File: src/rtl/vga_timing.sv
// VGA raster timing generator: free-running h/v position counters with
// phase tracking, registered sync/data-enable decode and line/frame pulses.
module vga_timing #(
    parameter int H_ACTIVE = 640,
    parameter int H_FP     = 16,
    parameter int H_SYNC   = 96,
    parameter int H_BP     = 48,
    parameter int V_ACTIVE = 480,
    parameter int V_FP     = 10,
    parameter int V_SYNC   = 2,
    parameter int V_BP     = 33,
    parameter int HS_POL   = 0,
    parameter int VS_POL   = 0
) (
    input  logic       clk,
    input  logic       rst_n,
    input  logic       pix_en,
    input  logic       restart,
    output logic       hsync,
    output logic       vsync,
    output logic       de,
    output logic [9:0] x,
    output logic [9:0] y,
    output logic       sol,
    output logic       sof
);

    localparam int H_TOTAL = H_ACTIVE + H_FP + H_SYNC + H_BP;
    localparam int V_TOTAL = V_ACTIVE + V_FP + V_SYNC + V_BP;

    if (H_TOTAL > 1024) begin : g_bad_h_total
        $fatal(1, "vga_timing: H_TOTAL exceeds 10-bit counter range");
    end
    if (V_TOTAL > 1024) begin : g_bad_v_total
        $fatal(1, "vga_timing: V_TOTAL exceeds 10-bit counter range");
    end
    // Every phase must be non-empty so the phase walk never skips a state.
    if (H_ACTIVE < 1 || H_FP < 1 || H_SYNC < 1 || H_BP < 1 ||
        V_ACTIVE < 1 || V_FP < 1 || V_SYNC < 1 || V_BP < 1) begin : g_bad_phase
        $fatal(1, "vga_timing: every timing interval must be at least 1");
    end

    localparam logic [9:0] H_LAST      = 10'(H_TOTAL - 1);
    localparam logic [9:0] H_FP_START  = 10'(H_ACTIVE);
    localparam logic [9:0] H_SY_START  = 10'(H_ACTIVE + H_FP);
    localparam logic [9:0] H_BP_START  = 10'(H_ACTIVE + H_FP + H_SYNC);
    localparam logic [9:0] V_LAST      = 10'(V_TOTAL - 1);
    localparam logic [9:0] V_FP_START  = 10'(V_ACTIVE);
    localparam logic [9:0] V_SY_START  = 10'(V_ACTIVE + V_FP);
    localparam logic [9:0] V_BP_START  = 10'(V_ACTIVE + V_FP + V_SYNC);
    localparam logic       HS_ON       = (HS_POL != 0);
    localparam logic       VS_ON       = (VS_POL != 0);

    typedef enum logic [1:0] {
        PH_ACTIVE = 2'd0,
        PH_FRONT  = 2'd1,
        PH_SYNC   = 2'd2,
        PH_BACK   = 2'd3
    } phase_t;

    logic [9:0] h_cnt, v_cnt, h_nxt, v_nxt;
    phase_t     h_ph, v_ph, h_ph_nxt, v_ph_nxt;
    logic       adv, h_wrap;
    logic       hsync_d, vsync_d, de_d, sol_d, sof_d;

    // Counter next-values; restart overrides the pixel enable.
    always_comb begin
        adv    = pix_en && !restart;
        h_wrap = adv && (h_cnt == H_LAST);
        h_nxt  = h_cnt;
        v_nxt  = v_cnt;
        if (restart) begin
            h_nxt = H_LAST;
            v_nxt = V_LAST;
        end else if (adv) begin
            if (h_wrap) begin
                h_nxt = '0;
                v_nxt = (v_cnt == V_LAST) ? '0 : v_cnt + 10'd1;
            end else begin
                h_nxt = h_cnt + 10'd1;
            end
        end
    end

    // Phase next-state: entering a phase is detected on the counter's next value.
    always_comb begin
        h_ph_nxt = h_ph;
        v_ph_nxt = v_ph;
        if (restart) begin
            h_ph_nxt = PH_BACK;
            v_ph_nxt = PH_BACK;
        end else begin
            case (h_ph)
                PH_ACTIVE: if (h_nxt == H_FP_START) h_ph_nxt = PH_FRONT;
                PH_FRONT:  if (h_nxt == H_SY_START) h_ph_nxt = PH_SYNC;
                PH_SYNC:   if (h_nxt == H_BP_START) h_ph_nxt = PH_BACK;
                PH_BACK:   if (h_nxt == 10'd0)      h_ph_nxt = PH_ACTIVE;
                default:   h_ph_nxt = PH_BACK;
            endcase
            if (h_wrap) begin
                case (v_ph)
                    PH_ACTIVE: if (v_nxt == V_FP_START) v_ph_nxt = PH_FRONT;
                    PH_FRONT:  if (v_nxt == V_SY_START) v_ph_nxt = PH_SYNC;
                    PH_SYNC:   if (v_nxt == V_BP_START) v_ph_nxt = PH_BACK;
                    PH_BACK:   if (v_nxt == 10'd0)      v_ph_nxt = PH_ACTIVE;
                    default:   v_ph_nxt = PH_BACK;
                endcase
            end
        end
    end

    always_ff @(posedge clk or negedge rst_n) begin
        if (!rst_n) begin
            h_cnt <= H_LAST;
            v_cnt <= V_LAST;
            h_ph  <= PH_BACK;
            v_ph  <= PH_BACK;
        end else begin
            h_cnt <= h_nxt;
            v_cnt <= v_nxt;
            h_ph  <= h_ph_nxt;
            v_ph  <= v_ph_nxt;
        end
    end

    // Decode from next-state so registered outputs line up with the counters.
    always_comb begin
        hsync_d = (h_ph_nxt == PH_SYNC) ? HS_ON : ~HS_ON;
        vsync_d = (v_ph_nxt == PH_SYNC) ? VS_ON : ~VS_ON;
        de_d    = (h_ph_nxt == PH_ACTIVE) && (v_ph_nxt == PH_ACTIVE);
        sol_d   = h_wrap;
        sof_d   = h_wrap && (v_cnt == V_LAST);
    end

    always_ff @(posedge clk or negedge rst_n) begin
        if (!rst_n) begin
            hsync <= ~HS_ON;
            vsync <= ~VS_ON;
            de    <= 1'b0;
            sol   <= 1'b0;
            sof   <= 1'b0;
        end else begin
            hsync <= hsync_d;
            vsync <= vsync_d;
            de    <= de_d;
            sol   <= sol_d;
            sof   <= sof_d;
        end
    end

    assign x = h_cnt;
    assign y = v_cnt;

endmodule

File: config.mk
export PLATFORM = sky130hd
export DESIGN_NAME = vga_timing
export DESIGN_NICKNAME = d
export VERILOG_FILES = /design/src/rtl/vga_timing.sv
export SDC_FILE = /design/constraint.sdc
export NUM_CORES = 1
export LEC_CHECK = 0
export BUFFER_PORTS_ARGS = -buffer_cell sky130_fd_sc_hd__buf_2
export CAP_MARGIN = 10
export CORE_UTILIZATION = 50
export CTS_BUF_LIST = sky130_fd_sc_hd__clkbuf_4 sky130_fd_sc_hd__clkbuf_8 sky130_fd_sc_hd__clkbuf_16
export DETAILED_ROUTE_END_ITERATION = 7
export MAX_ROUTING_LAYER = met4
export PLACE_DENSITY = 0.72
export SLEW_MARGIN = 20
export SYNTH_ARGS = -nofsm -noshare
export SYNTH_HDL_FRONTEND = slang
export SYNTH_SLANG_ARGS = --single-unit
export TNS_END_PERCENT = 100
File: constraint.sdc
create_clock -name clk -period 8.6 [get_ports clk]
set_input_delay 0.43 -clock clk [delete_from_list [all_inputs] [get_ports clk]]
set_output_delay 0.43 -clock clk [all_outputs]
set_load 0.05 [all_outputs]
==> metrics.txt <==
wire per inst=between 15 and 20 um; Critical Path Start Type=register; TritonCTS Buffers=5; Power Density=about 240 nW/um2; chip height=63.2 um; # resized after CTS=0; vias in the first global route=1632; CTS root buf=clkbuf_8; min cycle time layout=3.40 ns; slowest cell on the critical path=or4_1; fmax=0.295 GHz; largest family of logic cells by synthesized area=simple AND/OR/NAND/NOR gates; post-synthesis sequential area ratio=39.8%; Top Ports=29; number of diodes=0; most frequent cells in the layout=buf_2 (28), nand2_1 (21), dfstp_2 (16); Nets=241; Avg Inst Size Synth=9.02 um2; DR pass1 iterations=5; Worst EP required=8.78 ns; global route total overflow=0; clock skew=0.00662 ns; critical path type=register to register; full die area=around 4000 um2; die width=63.2 um; fraction of the mapped netlist area in simple logic gates=about a third; worst-path cell chain=ha_1, nand4b_1, or4_1, inv_2, a21oi_1, mux2i_1, and4_1, a31o_2, a31oi_1, nor4_2; most common cell after layout, fill and taps aside=buf_2; largest net degree at the start of global routing=30; placed instance area=2020 um2; Pleak=0.948 nW; fin area=2140 um2; Fillers=331; CTS H-Tree Depth=2; total negative setup slack=0 ns; worst reg2reg path depth=10; Worst-path clk slew=0.06 ns; crit share post-route=39.5%; DRT antenna net count=0; adder-cell share of the synthesized area=around 2.0%; CP Max Fanout=13; Core ar.=roughly 3500 um2; layout cells sized above 1=27.2%; Detail Placement HPWL=3200 um; Worst Hold Class=input port to asynchronous set/reset pin; worst vdd ir=113 uV; Worst-Skew Late Latency=0.27 ns; CP max stage delay=0.78 ns; worst reg2reg path endpoint=de; reg2reg setup slack=5.20 ns; top_reg_cell synth=dfstp_2; Fin. Hold Viols=0; post-synthesis mux area share=1.60%; Synth Instances=approximately 210; Post-synth EDFFs=0; drt initial violations=126; initial antenna violation count=0; Slew HR=44.4%; Post-synth ARST share=100%; Mapped Nets=around 220; Synth Area in Compound Gates=between 10% and 20%; Yosys Warn Count=0; Max Slew Vio Count=0; Routed WL=4470 um; postcts setup bufs=0; vias per cell=6.19; critical path endpoint=de; first-pass GRT wire length=slightly below 8000 um; worst slew pin tran=0.829 ns; PortBufs=28; Post-Synthesis Cell Area=1880 um2; status=finished, final reports clean; unrepaired setup endpoints after global routing=no; Initial Util=54.1%; clock sink count=29; Max Root-Sink Buffers=2; Setup violations, final=0; aggregate global-route resource usage=25.3%; maxcap violations=0; routability cong.=~0.85; synthesis-stage register bit count=29; count of different cell masters after synthesis=60; layout overhead on the synthesized area=14.3%; Post-Synth XOR/XNOR Area=1.40%; Std-Cell Rows=21; CTS Hold Buffers Added=0; via count=around 1700; DRC=0; endpoint class of the critical path=register; Worst EP arrival=3.58 ns; Critical R2R Launch=x[1]; TritonCTS clock tree=yes; CP Launch Point=x[1]
[stage by stage]
step / total power [mW] / worst slack, ns / utilization (%) / std cells / hold WS, ns
2_1_floorplan: 0.335 / 5.41 / - / 208 / 0.134
6_report: 0.520 / 5.20 / 61.8 / 281 / 0.168
3_5_place_dp: 0.374 / 5.22 / 58.4 / 273 / 0.487
3_3_place_gp: 0.374 / 5.29 / 58.4 / 273 / 0.486
5_1_grt: 0.550 / 4.97 / 61.8 / 281 / 0.217
4_1_cts: 0.522 / 5.20 / 61.8 / 281 / 0.191
[logic make-up after synthesis]
group,Yosys count
compound gates,49
xor+xnor,3
fa+ha+maj,3
buf+inv,21
flops,29
mux,3
simple gates,100
[sequential cells by signal, summed over array words and instances (netlist names)]
signal  cells
vsync       1
hsync       1
y          10
sof         1
sol         1
h_ph        2
de          1
x          10
v_ph        2
[critical path, delay by kind of cell (launching register included)]
| family | cells | cell delay, ns |
|---|---|---|
| AOI/OAI and AO/OA | 3 | 0.38 |
| adders and majority gates | 1 | 0.23 |
| buffers and inverters | 1 | 0.29 |
| DFF | 1 | 0.56 |
| muxes | 1 | 0.27 |
| and+or+nand+nor | 4 | 1.57 |
[where the power goes]
| part | switching, mW | total, mW | internal [mW] |
|---|---|---|---|
| Combinational | 0.134 | 0.189 | 0.0544 |
| Sequential | 0.0245 | 0.186 | 0.161 |
| Clock | 0.0483 | 0.146 | 0.0974 |
| Total | 0.207 | 0.520 | 0.313 |
[Yosys cell counts (all sizes together), types with 3 or more instances]
master	number	share of area, %
clkbuf	5	1.1
nand2	21	4.2
and4b	3	1.6
buf	4	1.5
or3	5	1.7
nor4	9	3.3
o21ai	11	2.9
mux2i	3	1.6
xor2	3	1.4
and4	3	1.4
nand3	10	2.7
or4	4	1.8
dfstp	16	22
nand2b	5	1.7
a21oi	12	3.4
a31oi	3	1.0
or2	5	1.7
nor2	7	1.4
a21o	4	1.7
nor3b	3	1.2
nand4b	4	1.9
nand4	10	3.3
ha	3	2.0
dfrtp	13	17
inv	12	2.4
[worst min path at each step]
stage / cells after the start / end / start
after floorplan: 0 / de / rst_n
after global placement: 1 / x[5] / rst_n
after detailed placement: 1 / sof / rst_n
after CTS: 1 / x[7] / rst_n
after global routing: 1 / x[7] / rst_n
final: 1 / x[5] / rst_n
[metal layers]
layer,track usage (%),up-vias,part of all wire (%),wire [um]
met5,-,-,0,0
met4,5.68,0,0.81,36
met3,5.25,5,5.8,260
met2,38.4,64,44,1980
met1,34.9,828,49,2190
li1,-,843,-,-
[final cells by class]
cell class / instances / area (um2) / share of cell area [%]
clock buffers: 7 / 90.1 / 4.20
clock inverters: 1 / 30.0 / 1.40
inverters: 12 / 45.0 / 2.10
multi-input cells: 158 / 1040 / 48.3
flip-flops and latches: 29 / 746 / 34.8
well taps: 46 / 57.6 / 2.68
repair buffers: 28 / 140 / 6.53
Power figures use the tool's default switching activity.
